### src/rtl/uart_rx_fifo.sv
// UART receiver with 2-flop line synchronizer, parity/framing/break detection
// and a first-word fall-through receive FIFO with RTS flow control.
module uart_rx_fifo #(
  parameter int unsigned SYSCLK_RATE = 100000000,
  parameter int unsigned BAUD_RATE   = 9600,
  parameter int unsigned DATA_BITS   = 8,
  parameter int unsigned PARITY_BIT  = 1,
  parameter int unsigned STOP_BITS   = 2,
  parameter int unsigned FIFO_DEPTH  = 8
) (
  input  logic                 SysClk,
  input  logic                 Rst,
  input  logic                 Rx,
  input  logic                 Read_Done,
  output logic [DATA_BITS-1:0] Data_Out,
  output logic                 Data_Rdy,
  output logic [2:0]           Rx_Error,
  output logic                 FIFO_Empty,
  output logic                 FIFO_Full,
  output logic                 FIFO_Overflow,
  output logic                 RTS
);

  localparam int unsigned CLKS_PER_BIT = SYSCLK_RATE / BAUD_RATE;
  localparam int unsigned HALF_BIT     = CLKS_PER_BIT / 2;
  localparam int unsigned CNT_W        = (CLKS_PER_BIT > 1) ? $clog2(CLKS_PER_BIT) : 1;
  localparam int unsigned BIT_W        = $clog2(DATA_BITS + 1);
  localparam int unsigned PTR_W        = $clog2(FIFO_DEPTH);
  localparam int unsigned LVL_W        = PTR_W + 1;
  localparam int unsigned WORD_W       = DATA_BITS + 3;

  localparam logic [2:0] IDLE   = 3'd0;
  localparam logic [2:0] START  = 3'd1;
  localparam logic [2:0] DATA   = 3'd2;
  localparam logic [2:0] PARITY = 3'd3;
  localparam logic [2:0] STOP   = 3'd4;

  logic                 rx_m, rx_s;
  logic [2:0]           state, state_nxt;
  logic [CNT_W-1:0]     cnt, cnt_nxt;
  logic [BIT_W-1:0]     idx, idx_nxt;
  logic [DATA_BITS-1:0] shift, shift_nxt;
  logic                 par, par_nxt, frm, frm_nxt, zero, zero_nxt, seen, seen_nxt;
  logic                 tick, wr_en, frm_fin, brk_fin;
  logic [WORD_W-1:0]    word;

  // Sync flops reset low so a held-low line cannot fake a seen-high event.
  always_ff @(posedge SysClk) begin
    if (Rst) begin
      rx_m <= 1'b0;
      rx_s <= 1'b0;
    end else begin
      rx_m <= Rx;
      rx_s <= rx_m;
    end
  end

  always_ff @(posedge SysClk) begin
    if (Rst) begin
      state <= IDLE;
      cnt   <= '0;
      idx   <= '0;
      shift <= '0;
      par   <= 1'b0;
      frm   <= 1'b0;
      zero  <= 1'b0;
      seen  <= 1'b0;
    end else begin
      state <= state_nxt;
      cnt   <= cnt_nxt;
      idx   <= idx_nxt;
      shift <= shift_nxt;
      par   <= par_nxt;
      frm   <= frm_nxt;
      zero  <= zero_nxt;
      seen  <= seen_nxt;
    end
  end

  assign tick = (state == START) ? (cnt == CNT_W'(HALF_BIT - 1))
                                 : (cnt == CNT_W'(CLKS_PER_BIT - 1));

  // Frame decoder; zero tracks "every sample so far was low" for break detection.
  always_comb begin
    state_nxt = state;
    cnt_nxt   = tick ? '0 : cnt + CNT_W'(1);
    idx_nxt   = idx;
    shift_nxt = shift;
    par_nxt   = par;
    frm_nxt   = frm;
    zero_nxt  = zero;
    seen_nxt  = seen | rx_s;
    wr_en     = 1'b0;
    frm_fin   = 1'b0;
    brk_fin   = 1'b0;
    word      = '0;
    case (state)
      IDLE: begin
        cnt_nxt = '0;
        idx_nxt = '0;
        if (seen && !rx_s) state_nxt = START;
      end
      START: begin
        if (tick) begin
          if (rx_s) begin
            state_nxt = IDLE;
          end else begin
            state_nxt = DATA;
            idx_nxt   = '0;
            par_nxt   = 1'b0;
            frm_nxt   = 1'b0;
            zero_nxt  = 1'b1;
          end
        end
      end
      DATA: begin
        if (tick) begin
          shift_nxt = {rx_s, shift[DATA_BITS-1:1]};
          par_nxt   = par ^ rx_s;
          zero_nxt  = zero & ~rx_s;
          if (idx == BIT_W'(DATA_BITS - 1)) begin
            idx_nxt   = '0;
            state_nxt = (PARITY_BIT != 0) ? PARITY : STOP;
          end else begin
            idx_nxt = idx + BIT_W'(1);
          end
        end
      end
      PARITY: begin
        if (tick) begin
          par_nxt   = par ^ rx_s;
          zero_nxt  = zero & ~rx_s;
          idx_nxt   = '0;
          state_nxt = STOP;
        end
      end
      STOP: begin
        if (tick) begin
          frm_fin = frm | ~rx_s;
          brk_fin = (idx == '0) ? (zero & ~rx_s) : zero;
          frm_nxt = frm_fin;
          if (idx == '0) zero_nxt = zero & ~rx_s;
          if (idx == BIT_W'(STOP_BITS - 1)) begin
            wr_en     = 1'b1;
            word      = {brk_fin, frm_fin | brk_fin, par, shift};
            state_nxt = IDLE;
            seen_nxt  = rx_s;
          end else begin
            idx_nxt = idx + BIT_W'(1);
          end
        end
      end
      default: state_nxt = IDLE;
    endcase
  end

  logic [WORD_W-1:0] mem [FIFO_DEPTH];
  logic [PTR_W-1:0]  rd_ptr, wr_ptr, rd_nxt;
  logic [LVL_W-1:0]  level, level_nxt;
  logic              pop, push;
  logic [WORD_W-1:0] head_nxt;

  // Head is precomputed from next-cycle pointers so all FIFO outputs are registered.
  always_comb begin
    pop       = Read_Done && (level != '0);
    push      = wr_en && ((level != LVL_W'(FIFO_DEPTH)) || pop);
    rd_nxt    = rd_ptr + PTR_W'(pop);
    level_nxt = level + LVL_W'(push) - LVL_W'(pop);
    if (level_nxt == '0)               head_nxt = '0;
    else if (push && wr_ptr == rd_nxt) head_nxt = word;
    else                               head_nxt = mem[rd_nxt];
  end

  always_ff @(posedge SysClk) begin
    if (push) mem[wr_ptr] <= word;
  end

  always_ff @(posedge SysClk) begin
    if (Rst) begin
      rd_ptr        <= '0;
      wr_ptr        <= '0;
      level         <= '0;
      Data_Out      <= '0;
      Rx_Error      <= '0;
      Data_Rdy      <= 1'b0;
      FIFO_Empty    <= 1'b1;
      FIFO_Full     <= 1'b0;
      FIFO_Overflow <= 1'b0;
      RTS           <= 1'b0;
    end else begin
      rd_ptr     <= rd_nxt;
      if (push) wr_ptr <= wr_ptr + PTR_W'(1);
      level      <= level_nxt;
      Data_Out   <= head_nxt[DATA_BITS-1:0];
      Rx_Error   <= head_nxt[WORD_W-1:DATA_BITS];
      Data_Rdy   <= (level_nxt != '0);
      FIFO_Empty <= (level_nxt == '0);
      FIFO_Full  <= (level_nxt == LVL_W'(FIFO_DEPTH));
      if (wr_en && !push) FIFO_Overflow <= 1'b1;
      RTS        <= (level_nxt < LVL_W'(FIFO_DEPTH - 1));
    end
  end

endmodule

### config.mk
export PLATFORM = sky130hd
export DESIGN_NAME = uart_rx_fifo
export DESIGN_NICKNAME = d
export VERILOG_FILES = /design/src/rtl/uart_rx_fifo.sv
export SDC_FILE = /design/constraint.sdc
export NUM_CORES = 1
export LEC_CHECK = 0
export ABC_AREA = 1
export CAP_MARGIN = 20
export CELL_PAD_IN_SITES_DETAIL_PLACEMENT = 2
export CELL_PAD_IN_SITES_GLOBAL_PLACEMENT = 2
export CORE_AREA = 8 8 121 145
export DETAILED_ROUTE_END_ITERATION = 8
export DIE_AREA = 0 0 129 153
export PLACE_DENSITY = 0.87
export SLEW_MARGIN = 25
export SYNTH_ARGS = -nofsm -noshare
export SYNTH_HDL_FRONTEND = slang
export SYNTH_SLANG_ARGS = --single-unit
### constraint.sdc
create_clock -name SysClk -period 4.7 [get_ports SysClk]
set_clock_uncertainty 0.05 [all_clocks]
set_input_delay 0.94 -clock SysClk [delete_from_list [all_inputs] [get_ports SysClk]]
set_output_delay 0.94 -clock SysClk [all_outputs]
set_load 0.03 [all_outputs]
## Word-level counts from Yosys, hierarchy flattened

Memory sizes are Yosys's and may differ from the RTL's. A register that Yosys moved wholly into a read port is not among the register bits.
Index checks and enable logic that the tools add are counted.

| storage, ports and cells | value |
|---|---|
| logic and storage cells | 118 |
| output and inout bits | 16 |
| input port bits | 4 |
| memories | 1 |
| RAM bits | 88 |
| register bits after elaboration | 50 |

Memory list:

| name | depth | bits a word | rd ports | clocked after memory_dff | wr ports | RTL line | RTL |
|---|---|---|---|---|---|---|---|
| mem | 8 | 11 | 1 | 1 | 1 | 157 | `logic [WORD_W-1:0] mem [FIFO_DEPTH];` |

| cells by class | value |
|---|---|
| multiplexer cells | 41 |
| magnitude comparators | 1 |
| eq/ne operators | 20 |
| bitwise logic cells | 6 |
| reductions and logical operators | 25 |
| add/subtract/negate cells | 6 |

Operator list:

| operator | number |
|---|---|
| $mux 11 | 3 |
| $mux 4 | 7 |
| $mux 3 | 7 |
| $pmux 4 s5 | 1 |
| $mux 1 | 18 |
| $ne 2x2->1 const B | 9 |
| $pmux 3 s5 | 1 |
| $add 14x1->14 const B | 1 |
| $eq 14x13->1 const B | 1 |
| $eq 14x14->1 const B | 1 |
| $reduce_and 7->1 | 2 |
| $logic_not 4->1 | 2 |
| $reduce_and 4->1 | 2 |
| $reduce_bool 4->1 | 2 |
| $eq 3x2->1 const B | 2 |
| $reduce_and 5->1 | 1 |
| $reduce_bool 5->1 | 1 |
| $add 4x1->4 | 1 |
| $add 4x1->4 const B | 1 |
| $eq 4x1->1 const B | 1 |
| $eq 4x3->1 const B | 1 |
| $eq 4x4->1 const B | 1 |
| $logic_and 1x1->1 | 4 |
| $lt 4x3->1 const B | 1 |
| other kinds (22) | 28 |

## Logic depth before layout (Yosys ltp)

| logic depth | value |
|---|---|
| depth in word-level cells | 9 |
| gate-level depth with buffers | 18 |
| gate-level depth less buffers | 17 |

## Worst setup path after synthesis

OpenSTA, ideal clock, no wires.

| path | value |
|---|---|
| path type | input-to-reg |
| start point | in Read_Done |
| end point | reg Data_Out[0] |
| cell stages on the path | 15 |
| required time | 4.586 ns |
| setup time | 0.064 ns |
| setup slack | 1.513 ns |
| buffers on the path | 1 |
| arrival | 3.073 ns |
| cells stage by stage | inv_1 -> o211ai_1 -> nand4_4 -> xnor2_1 -> ha_1 -> inv_1 -> fa_1 -> xnor2_1 -> inv_1 -> nand3_1 -> inv_1 -> a21oi_1 -> buf_2 -> nand2_1 -> nor2_1 |

| between the ends | value |
|---|---|
| longest elaborated chain between the ends | 7 |
| elaborated cells between the ends (all ways) | 8 |
| those cells by class | add/sub (3); reduce/logical (5) |

Ends and longest elaborated chain:

| element | RTL line | RTL |
|---|---|---|
| from (decl) | 14 | `input logic Read_Done,` |
| $logic_and 1x1->1 (*) | 165 | `pop = Read_Done && (level != '0);` |
| $logic_or 1x1->1 | 166 | `push = wr_en && ((level != LVL_W'(FIFO_DEPTH)) \|\| pop);` |
| $logic_and 1x1->1 | 166 |  |
| $add 4x1->4 | 168 | `level_nxt = level + LVL_W'(push) - LVL_W'(pop);` |
| $sub 4x1->4 | 168 |  |
| $logic_not 4->1 | 169 | `if (level_nxt == '0) head_nxt = '0;` |
| $reduce_or 2->1 (no source line) | -- |  |
| to (signal assigned) | 194 | `Data_Out <= head_nxt[DATA_BITS-1:0];` |
| to (decl) | 15 | `output logic [DATA_BITS-1:0] Data_Out,` |

Every way passes the cells marked *; elsewhere a longest branch is shown, timed or not.
A chain may end at the register's enable or synchronous reset.

## Worst setup path in the final report

| path | value |
|---|---|
| start point | in Read_Done |
| end point | reg Rx_Error[1] |

| between the ends | value |
|---|---|
| elaborated cells between the ends (all ways) | 8 |
| those cells by class | add/sub (3); reduce/logical (5) |

RTL lines:

| element | RTL line | RTL |
|---|---|---|
| $logic_and 1x1->1 | 165 |  |
| $add 3x1->3 | 167 | `rd_nxt = rd_ptr + PTR_W'(pop);` |
| via rd_nxt[0] | 158 | `logic [PTR_W-1:0] rd_ptr, wr_ptr, rd_nxt;` |
| to (signal assigned) | 195 | `Rx_Error <= head_nxt[WORD_W-1:DATA_BITS];` |
| to (decl) | 17 | `output logic [2:0] Rx_Error,` |

The timed path passes the listed nets, and every way through them passes these cells.

==> metrics.md <==
| Metric | Value |
|---|---|
| Status | finished, final reports clean |
| CTS tree | yes |
| DP Wirelength | 13800 um |
| Port Buffers | 19 |
| Core Region | 15300 um^2 |
| Die area | 19700 um^2 |
| Crit path kind | in -> reg |
| DRC Markers | 0 |
| Seq/Total Area, Yosys | 60.5% |
| Area Growth Syn to Fin | 16.6% |
| Syn Nets | 656 |
| Routed WL per cell | 24.6 um |
| Flop2flop setup slack | 1.26 ns |
| Final wirelength | 21900 um |
| Die Y | 153 um |
| Busiest grt layer | met2 |
| Largest net degree at the start of global routing | 46 |
| R2r worst-path depth | 18 |
| Gpl congestion | 0.803 |
| Fin area | 7450 um^2 |
| Slew Limit Fails | 0 |
| Post-synth EDFFs | 88 |
| Worst Hold Depth | 2 |
| Slowest CP cell | inv_2 |
| Clk Latency, worst-skew pair | 0.44 ns |
| Max_slew headroom | 38.4% |
| Hold worst-path end | rx_s$_SDFF_PP0_ |
| All-Layer GR Usage | 23.3% |
| Final ANT Viol Nets | 0 |
| Fin util | 48.6% |
| Worst path cell trace | clkdlybuf4s50_1 > inv_1 > a21oi_1 > ha_1 > buf_4 > inv_2 > o21ai_0 > o22ai_1 > inv_1 > o21ai_0 > inv_1 > nand2_1 > nand2_1 > nor2_1 |
| Final period utilization | 79.7% |
| Min-delay src | rx_m$_SDFF_PP0_ |
| Register Area | 3860 um^2 |
| RR Endpoint | Rx_Error[0]$_SDFF_PP0_ |
| Vias in the first global route | 5624 |
| Library cells used by synthesis | 41 |
| Fillcell total | 1585 |
| Total Nets Final | 686 |
| Most common cell after layout, fill and taps aside | nor2_1 |
| WP buf/inv | 6 |
| Root buf cell | clkbuf_16 |
| Dominant synthesized flop cell | edfxtp_1 |
| FF+latch count, synth | 149 |
| H-tree depth | 4 |
| Least-Margin Pin Slew | 0.917 ns |
| Initial DRC count | 261 |
| I/O pin total | 20 |
| First-pass GRT wire length | 34100 um |
| FF-to-FF Start | cnt[0]$_SDFF_PP0_ |
| CP max FO | 45 |
| Initial antenna violation count | 0 |
| CP required | 5.02 ns |
| Area occupied by multi-input gates | 2200 um^2 |
| CP endpoint kind | flip-flop |
| Post-CTS setup buffers | 0 |
| Met2 usage in global routing | 42.1% |
| Rows | 50 |
| Static Leak | 2.97 nW |
| Syn Inst Count | 639 |
| CTS Buffer Depth | 2 |
| Worst Hold Class | reg -> reg |
| Unrepaired setup endpoints after global routing | false |
| Remaining global-route overflow | 0 |
| GRT met1 Usage | 26.1% |
| Crit path largest cell delay | 0.59 ns |
| Startpoint types | input port |
| Via density | 5.56 |
| Pre-antenna DRT Iters | 5 |
| CTS resizes | 0 |
| TritonCTS buffer count | 17 |
| Critical Path AT | 4.07 ns |
| Syn Area/Cell | 10.0 um^2 |
| Initial Util | 41.7% |
| Max Freq | 0.267 GHz |
| Power per cell area | 661 nW/um^2 |
| DP Area | 6850 um^2 |
| Fraction of layout cells with a size suffix above 1 | 11.7% |
| GRT met3 Usage | 4.52% |
| Final Setup Violations | 0 |
| Hold Buf Count CTS | 0 |
| Max cap viols | 0 |
| Final Hold Fails | 0 |
| Setup_tns | 0 ns |
| Most used cell, CP | inv_1 |
| Post-synthesis async set-or-reset flop share | 0% |
| Final min period | 3.75 ns |
| Antenna diodes | 0 |
| Largest delay share family, worst path | buffers and inverters |
| Mapped Area | 6390 um^2 |
| Most frequent cells in the layout | 131 x nor2_1, 88 x edfxtp_1, 61 x dfxtp_1 |
| # clock sinks | 149 |
| Worst VDD drop | 0.254 mV |
| DR vias | 4948 |
| Syn. warnings | 0 |
| Clock Pin Slew Worst Setup and Hold Paths | 0.07 ns |
| Width of the die | 129 um |
## metal layers
metal / vias to the layer above / part of all wire, %
li1: 2234 / -
met1: 2550 / 40
met2: 119 / 54
met3: 45 / 3.5
met4: 0 / 2.8
met5: - / 0
## sequential cells by signal (all words and copies together), names as in the netlist, 3 cells and up
name and flops:
shift 8, wr_ptr 3, cnt 14, state 3, Data_Out 8, Rx_Error 3
level 4, idx 4, rd_ptr 3, mem 88
## kinds of logic (layout without fill, tap and decap cells)
logic type,count (synthesis),count (layout),share of synthesized area [%]
AO/OA/AOI/OAI,116,116,9.75
AND/OR/NAND/NOR,259,259,18.5
XOR/XNOR,13,13,1.78
adder cells (fa/ha/maj),13,13,2.66
buffers and inverters,79,122,5.11
flip-flops,149,149,60.5
multiplexers,10,10,1.76
## synthesized netlist by cell type (all sizes together) (3+ instances only)
master  count  area (um^2)
edfxtp     88         2640
a21oi      29          145
nand4       9         71.3
nand2      65          267
mux2       10          113
xnor2       5         43.8
or2         3         21.3
nand3      29          180
nor2      136          547
o22ai      23          144
xor2        8         70.1
dfxtp      61         1220
nor3       15         80.1
buf        10         62.6
inv        53          199
o21ai      58          290
clkbuf     14         52.6
ha         12          150
## cell type report
class / count / share of cell area [%]
Inverter: 55 / 2.84
Timing Repair Buffer: 35 / 4.17
Clock inverter: 15 / 2.39
Multi-Input combinational cell: 411 / 29.5
Clock buffer: 17 / 5.71
Tap cell: 208 / 3.49
Sequential cell: 149 / 51.9
## metrics by stage
stage	setup slack, ns	hold WS [ns]	total power, mW	instances
after floorplan	1.51	0.338	2.84	639
after global placement	0.924	0.353	3.29	858
after detailed placement	0.715	0.353	3.46	858
after CTS	0.936	0.369	4.97	890
after global routing	0.756	0.395	5.18	890
final	0.954	0.361	4.92	890
## worst max-delay path by stage
stage / slack, ns / from / endpoint / cells after the start
after global routing: 0.76 / Read_Done / Rx_Error[1]$_SDFF_PP0_ / 14
after detailed placement: 0.71 / Read_Done / Data_Out[7]$_SDFF_PP0_ / 16
after CTS: 0.94 / Read_Done / Rx_Error[1]$_SDFF_PP0_ / 14
after global placement: 0.92 / Read_Done / Data_Out[0]$_SDFF_PP0_ / 16
after floorplan: 1.51 / Read_Done / Data_Out[0]$_SDFF_PP0_ / 15
final: 0.95 / Read_Done / Rx_Error[1]$_SDFF_PP0_ / 14
## power breakdown
| part | internal, mW | switching, mW |
|---|---|---|
| Sequential | 1.46 | 0.0710 |
| Combinational | 0.634 | 1.34 |
| Clock | 0.837 | 0.581 |
| Total | 2.93 | 1.99 |
## worst register-to-register path, cell delays in order, from the launching register on
cell and delay (ns):
dfxtp_1 0.35, ha_1 0.18, nand2_1 0.06, inv_1 0.10, nand4_1 0.24, nor2_8 0.23
nand4_4 0.17, xnor2_1 0.21, ha_1 0.20, inv_1 0.06, fa_1 0.38, xnor2_1 0.16
inv_1 0.09, nand3_1 0.09, inv_1 0.05, a21oi_1 0.25, buf_4 0.26, nand2_1 0.12
nor2_1 0.14
Power figures use the tool's default switching activity.
==> RTL edit 1, RTL diff (same settings) <==
Change the parameter `PARITY_BIT` from 1 to 0.
--- a/src/rtl/uart_rx_fifo.sv
+++ b/src/rtl/uart_rx_fifo.sv
@@ -4,7 +4,7 @@
   parameter int unsigned SYSCLK_RATE = 100000000,
   parameter int unsigned BAUD_RATE   = 9600,
   parameter int unsigned DATA_BITS   = 8,
-  parameter int unsigned PARITY_BIT  = 1,
+  parameter int unsigned PARITY_BIT  = 0,
   parameter int unsigned STOP_BITS   = 2,
   parameter int unsigned FIFO_DEPTH  = 8
 ) (
Behaviour: no difference found for any inputs over 10 cycles, from zero or initial values and one cycle with Rst high; that may be too few to reach the edited logic, so the function may still have changed.
==> RTL edit 1 against the original RTL <==
  * Cell area rose by 1.9%
  * Largest power group unchanged
  * Routed wire length fell by 5.5%
  * First-iteration DRC count rose by 7.7%
  * Synthesized area rose by 1.9%
  * Power fell by 3.1%
  * Critical path type is now reg -> reg
  * Sequential cell count did not move
  * Worst setup slack improved by 88 ps
  * Cell count rose by 1.2%
==> RTL edit 1: results (changes against the original RTL) <==
compound-gate portion of the synthesized area 0.0964 (was 0.0975); XOR/XNOR Fraction of Synth Area 0.0159 (was 0.0178); top post-synthesis cells by count 114 x nor2_1, 88 x edfxtp_1, 68 x nand2_1, 61 x dfxtp_1, 53 x inv_1 (was 131 x nor2_1, 88 x edfxtp_1, 61 x dfxtp_1, 60 x nand2_1, 54 x o21ai_0); clk root buf clkbuf_16 (unchanged); asr flop ratio synth 0 (unchanged); Synth cell types 43 (was 41); Adder-Cell Fraction of Synth Area 0.0261 (was 0.0266); met3 wire length 698 um (was 757 um); Clock Latency Late Sink 420 ps (was 440 ps); VDD IR max 0.000261 V (was 0.000254 V); Worst Setup SP cnt[0] (was Read_Done); startpoint types flop (was input pin); NumNets Final 697 (was 686); mux cell area share after synthesis 0.0138 (was 0.0176); Starting DRT DRC Count 281 (was 261); depth of the worst register-to-register path 15 (was 18); HPWL Detailed 13.7 mm (was 13.8 mm); initial antenna violation count 0 (unchanged); overall routing resource usage 0.219 (was 0.233); sequential share of the synthesized area 0.593 (was 0.605); leakage power 3.02 nW (was 2.97 nW); status finished, final reports clean (unchanged); largest net degree at the start of global routing 29 (was 46); vias in the first global route 5,594 (was 5,624); Detail Route met2 WL 11.7 mm (was 11.9 mm); hold slack 366 ps (was 361 ps); crit path max fanout 14 (was 45); GPL Wtd Cong 0.786 (was 0.803); Rel. slew slack 0.513 (was 0.384); Detailed Routing Iterations Pass 1 4 (was 5); Worst EP arrival 3970 ps (was 4070 ps); vias per inst 5.43 (was 5.56); Area contributors post-synth edfxtp_1 41%, dfxtp_1 19%, nor2_1 6.6% (was edfxtp_1 41%, dfxtp_1 19%, nor2_1 7.7%); register-to-register setup slack 1040 ps (was 1260 ps); M1 wire length 7.77 mm (was 8.65 mm)
==> RTL edit 1: changes by cell type after synthesis, moves of 3 or more <==
cell and change:
nand3_1 -10, nand2_1 +8, buf_2 -3, nand2_2 +5, nor2_2 +15, nor2_1 -17, o21ai_1 +4, inv_1 +3
xnor2_1 -3
==> RTL edit 1: power by group <==
group,internal [W],switching [W]
clock network,0.000839,0.000586
registers,0.00145,0.0000520
logic,0.000609,0.00124
==> RTL edit 1: cells by family after synthesis <==
kind of cell | Yosys count
compound gates | 118
xor+xnor | 11
fa+ha+maj | 13
buf+inv | 79
flops | 149
mux | 8
simple gates | 270
==> RTL edit 1: worst max path at each step <==
stage | to | slack [ps] | cells past startpoint
after floorplan | Data_Out[1] | 1690 | 11
after global placement | Data_Out[4] | 640 | 12
after detailed placement | Data_Out[6] | 370 | 12
after CTS | Rx_Error[0] | 580 | 15
after global routing | Data_Out[2] | 780 | 15
final | Rx_Error[0] | 1040 | 15
==> RTL edit 1: cell type report <==
type	count	area (um^2)	area share
multi-input cells	420	2330	0.307
flip-flops and latches	149	3860	0.509
repair buffers	35	310	0.0409
clock buffers	17	425	0.0560
clock inverters	15	183	0.0241
inverters	57	215	0.0284
well taps	208	260	0.0343
==> RTL edit 1: critical path: stages, from the launching register on <==
cell     delay, ps
dfxtp_1        350
ha_1           180
nand2_1         70
inv_2           80
nand4_1        190
nor2_8         230
nand3_4        240
nand2_1        210
o21ai_0        120
ha_1           220
fa_1           390
xor2_1         270
nor3_1         120
a21oi_2        560
nand2_1        180
nor2_2         120
==> RTL edit 1: per-layer routing <==
metal / global-route usage / up-vias
met1: 0.226 / 2508
met5: 0 / -
met2: 0.413 / 88
met3: 0.0466 / 41
met4: 0.0881 / 0
li1: - / 2257
==> RTL edit 1: through the flow <==
step | area (um^2) | std cells | setup WS (ps)
CTS | 7590 | 901 | 576
global placement | 6980 | 869 | 636
finish | 7590 | 901 | 1040
detailed placement | 6980 | 869 | 366
global route | 7590 | 901 | 776
floorplan | 6510 | 648 | 1690
==> RTL edit 2, RTL diff (same settings) <==
Made on the original files. Make the reset (`Rst`) asynchronous in 3 clocked blocks. Comments in the files are not updated.
--- a/src/rtl/uart_rx_fifo.sv
+++ b/src/rtl/uart_rx_fifo.sv
@@ -45,7 +45,7 @@
   logic [WORD_W-1:0]    word;
 
   // Sync flops reset low so a held-low line cannot fake a seen-high event.
-  always_ff @(posedge SysClk) begin
+  always_ff @(posedge SysClk or posedge Rst) begin
     if (Rst) begin
       rx_m <= 1'b0;
       rx_s <= 1'b0;
@@ -55,7 +55,7 @@
     end
   end
 
-  always_ff @(posedge SysClk) begin
+  always_ff @(posedge SysClk or posedge Rst) begin
     if (Rst) begin
       state <= IDLE;
       cnt   <= '0;
@@ -175,7 +175,7 @@
     if (push) mem[wr_ptr] <= word;
   end
 
-  always_ff @(posedge SysClk) begin
+  always_ff @(posedge SysClk or posedge Rst) begin
     if (Rst) begin
       rd_ptr        <= '0;
       wr_ptr        <= '0;
Behaviour: differs if Rst is asserted again (counterexample within 4 cycles, from zero or initial values and one cycle with Rst high); with Rst held inactive, the same outputs for 10 cycles.
==> RTL edit 2 against the original RTL <==
  * Critical path depth increased by 6
  * Critical endpoint is now Data_Out[7]
  * Worst setup slack got worse by 170 ps
  * Routed wire length decreased by 5.1%
  * Cell area increased by 2.6%
  * Synthesized area increased by 1.7%
  * Power decreased by 0.71%
  * Sequential cell count unchanged
  * Largest power group unchanged
==> RTL edit 2: results (changes against the original RTL) <==
status finished, final reports clean (unchanged); Synth cell types 37 (was 41); register-to-register setup slack 780 ps (was 1260 ps); M3 GR Usage 0.0372 (was 0.0452); syn nets 658 (was 656); mux cell area share after synthesis 0 (was 0.0176); Worst Setup SP cnt[0] (was Read_Done); sequential share of the synthesized area 0.641 (was 0.605); layout cells sized above 1 0.0962 (was 0.117); HPWL Detailed 13.4 mm (was 13.8 mm); NumNets Final 690 (was 686); GRT met2 Usage 0.409 (was 0.421); overall routing resource usage 0.224 (was 0.233); asr flop ratio synth 0.409 (was 0); crit path max fanout 12 (was 45); XOR/XNOR Fraction of Synth Area 0.0121 (was 0.0178); Starting DRT DRC Count 276 (was 261); Rel. slew slack 0.471 (was 0.384); leakage power 3.27 nW (was 2.97 nW); hold-critical path endpoint rx_s (unchanged); depth of the worst register-to-register path 20 (was 18); largest net degree at the start of global routing 53 (was 46); Adder-Cell Fraction of Synth Area 0.0262 (was 0.0266); FILL cells 1,589 (was 1,585); vias in the first global route 5,567 (was 5,624); Worst Hold Depth 0 (was 2); hold slack 307 ps (was 361 ps); first-pass GRT wire length 32.8 mm (was 34.1 mm); total wire length 20.8 mm (was 21.9 mm); met1 usage 0.245 (was 0.261); compound-gate portion of the synthesized area 0.0651 (was 0.0975); r2r startpoint cnt[0] (unchanged); Worst EP arrival 4210 ps (was 4070 ps)
==> RTL edit 2: worst max path at each step <==
stage                       end  slack [ps]
detailed placement  Data_Out[0]         410
floorplan           Rx_Error[1]        1450
finish              Data_Out[7]         780
CTS                 Rx_Error[0]         730
global route        Data_Out[7]         430
global placement    Data_Out[6]         720
==> RTL edit 2: metrics by stage <==
step / utilization / setup slack, ps / total power, W / instances / cell area, um^2
after floorplan: - / 1450 / 0.00268 / 641 / 6500
after detailed placement: 0.455 / 413 / 0.00331 / 862 / 6980
after global routing: 0.499 / 433 / 0.00513 / 894 / 7640
after global placement: 0.455 / 721 / 0.00315 / 862 / 6980
final: 0.499 / 785 / 0.00489 / 894 / 7640
after CTS: 0.499 / 734 / 0.00494 / 894 / 7640
==> RTL edit 2: cell type report <==
type | count | share of cell area
multi-input combinational | 422 | 0.270
timing repair buffer | 33 | 0.0386
clock inverter | 10 | 0.0265
tap | 208 | 0.0340
sequential | 149 | 0.545
inverter | 50 | 0.0249
clock buffer | 22 | 0.0607
==> RTL edit 2: where the power goes <==
group	internal, W	leakage (nW)	switching, W
combinational	0.000511	1.13	0.00123
sequential	0.00149	1.82	0.0000800
clock	0.00102	0.324	0.000549
total	0.00303	3.27	0.00186
==> RTL edit 2: critical path: cells and delay by family, from the launching register on <==
kind            cells  cell delay (ps)
fa+ha+maj           3              890
compound gates      1              130
buf+inv             5              910
simple gates       11             1490
flops               1              370
==> RTL edit 2: cells by family after synthesis <==
family,Yosys count
and+or+nand+nor,328
DFF,149
AOI/OAI and AO/OA,72
buffers and inverters,70
adders and majority gates,13
xor gates and xnor gates,9
==> RTL edit 2: per-layer routing <==
layer | vias up | share of wire
met1 | 2508 | 0.39
li1 | 2213 | -
met2 | 109 | 0.55
met5 | - | 0
met3 | 48 | 0.035
met4 | 0 | 0.028
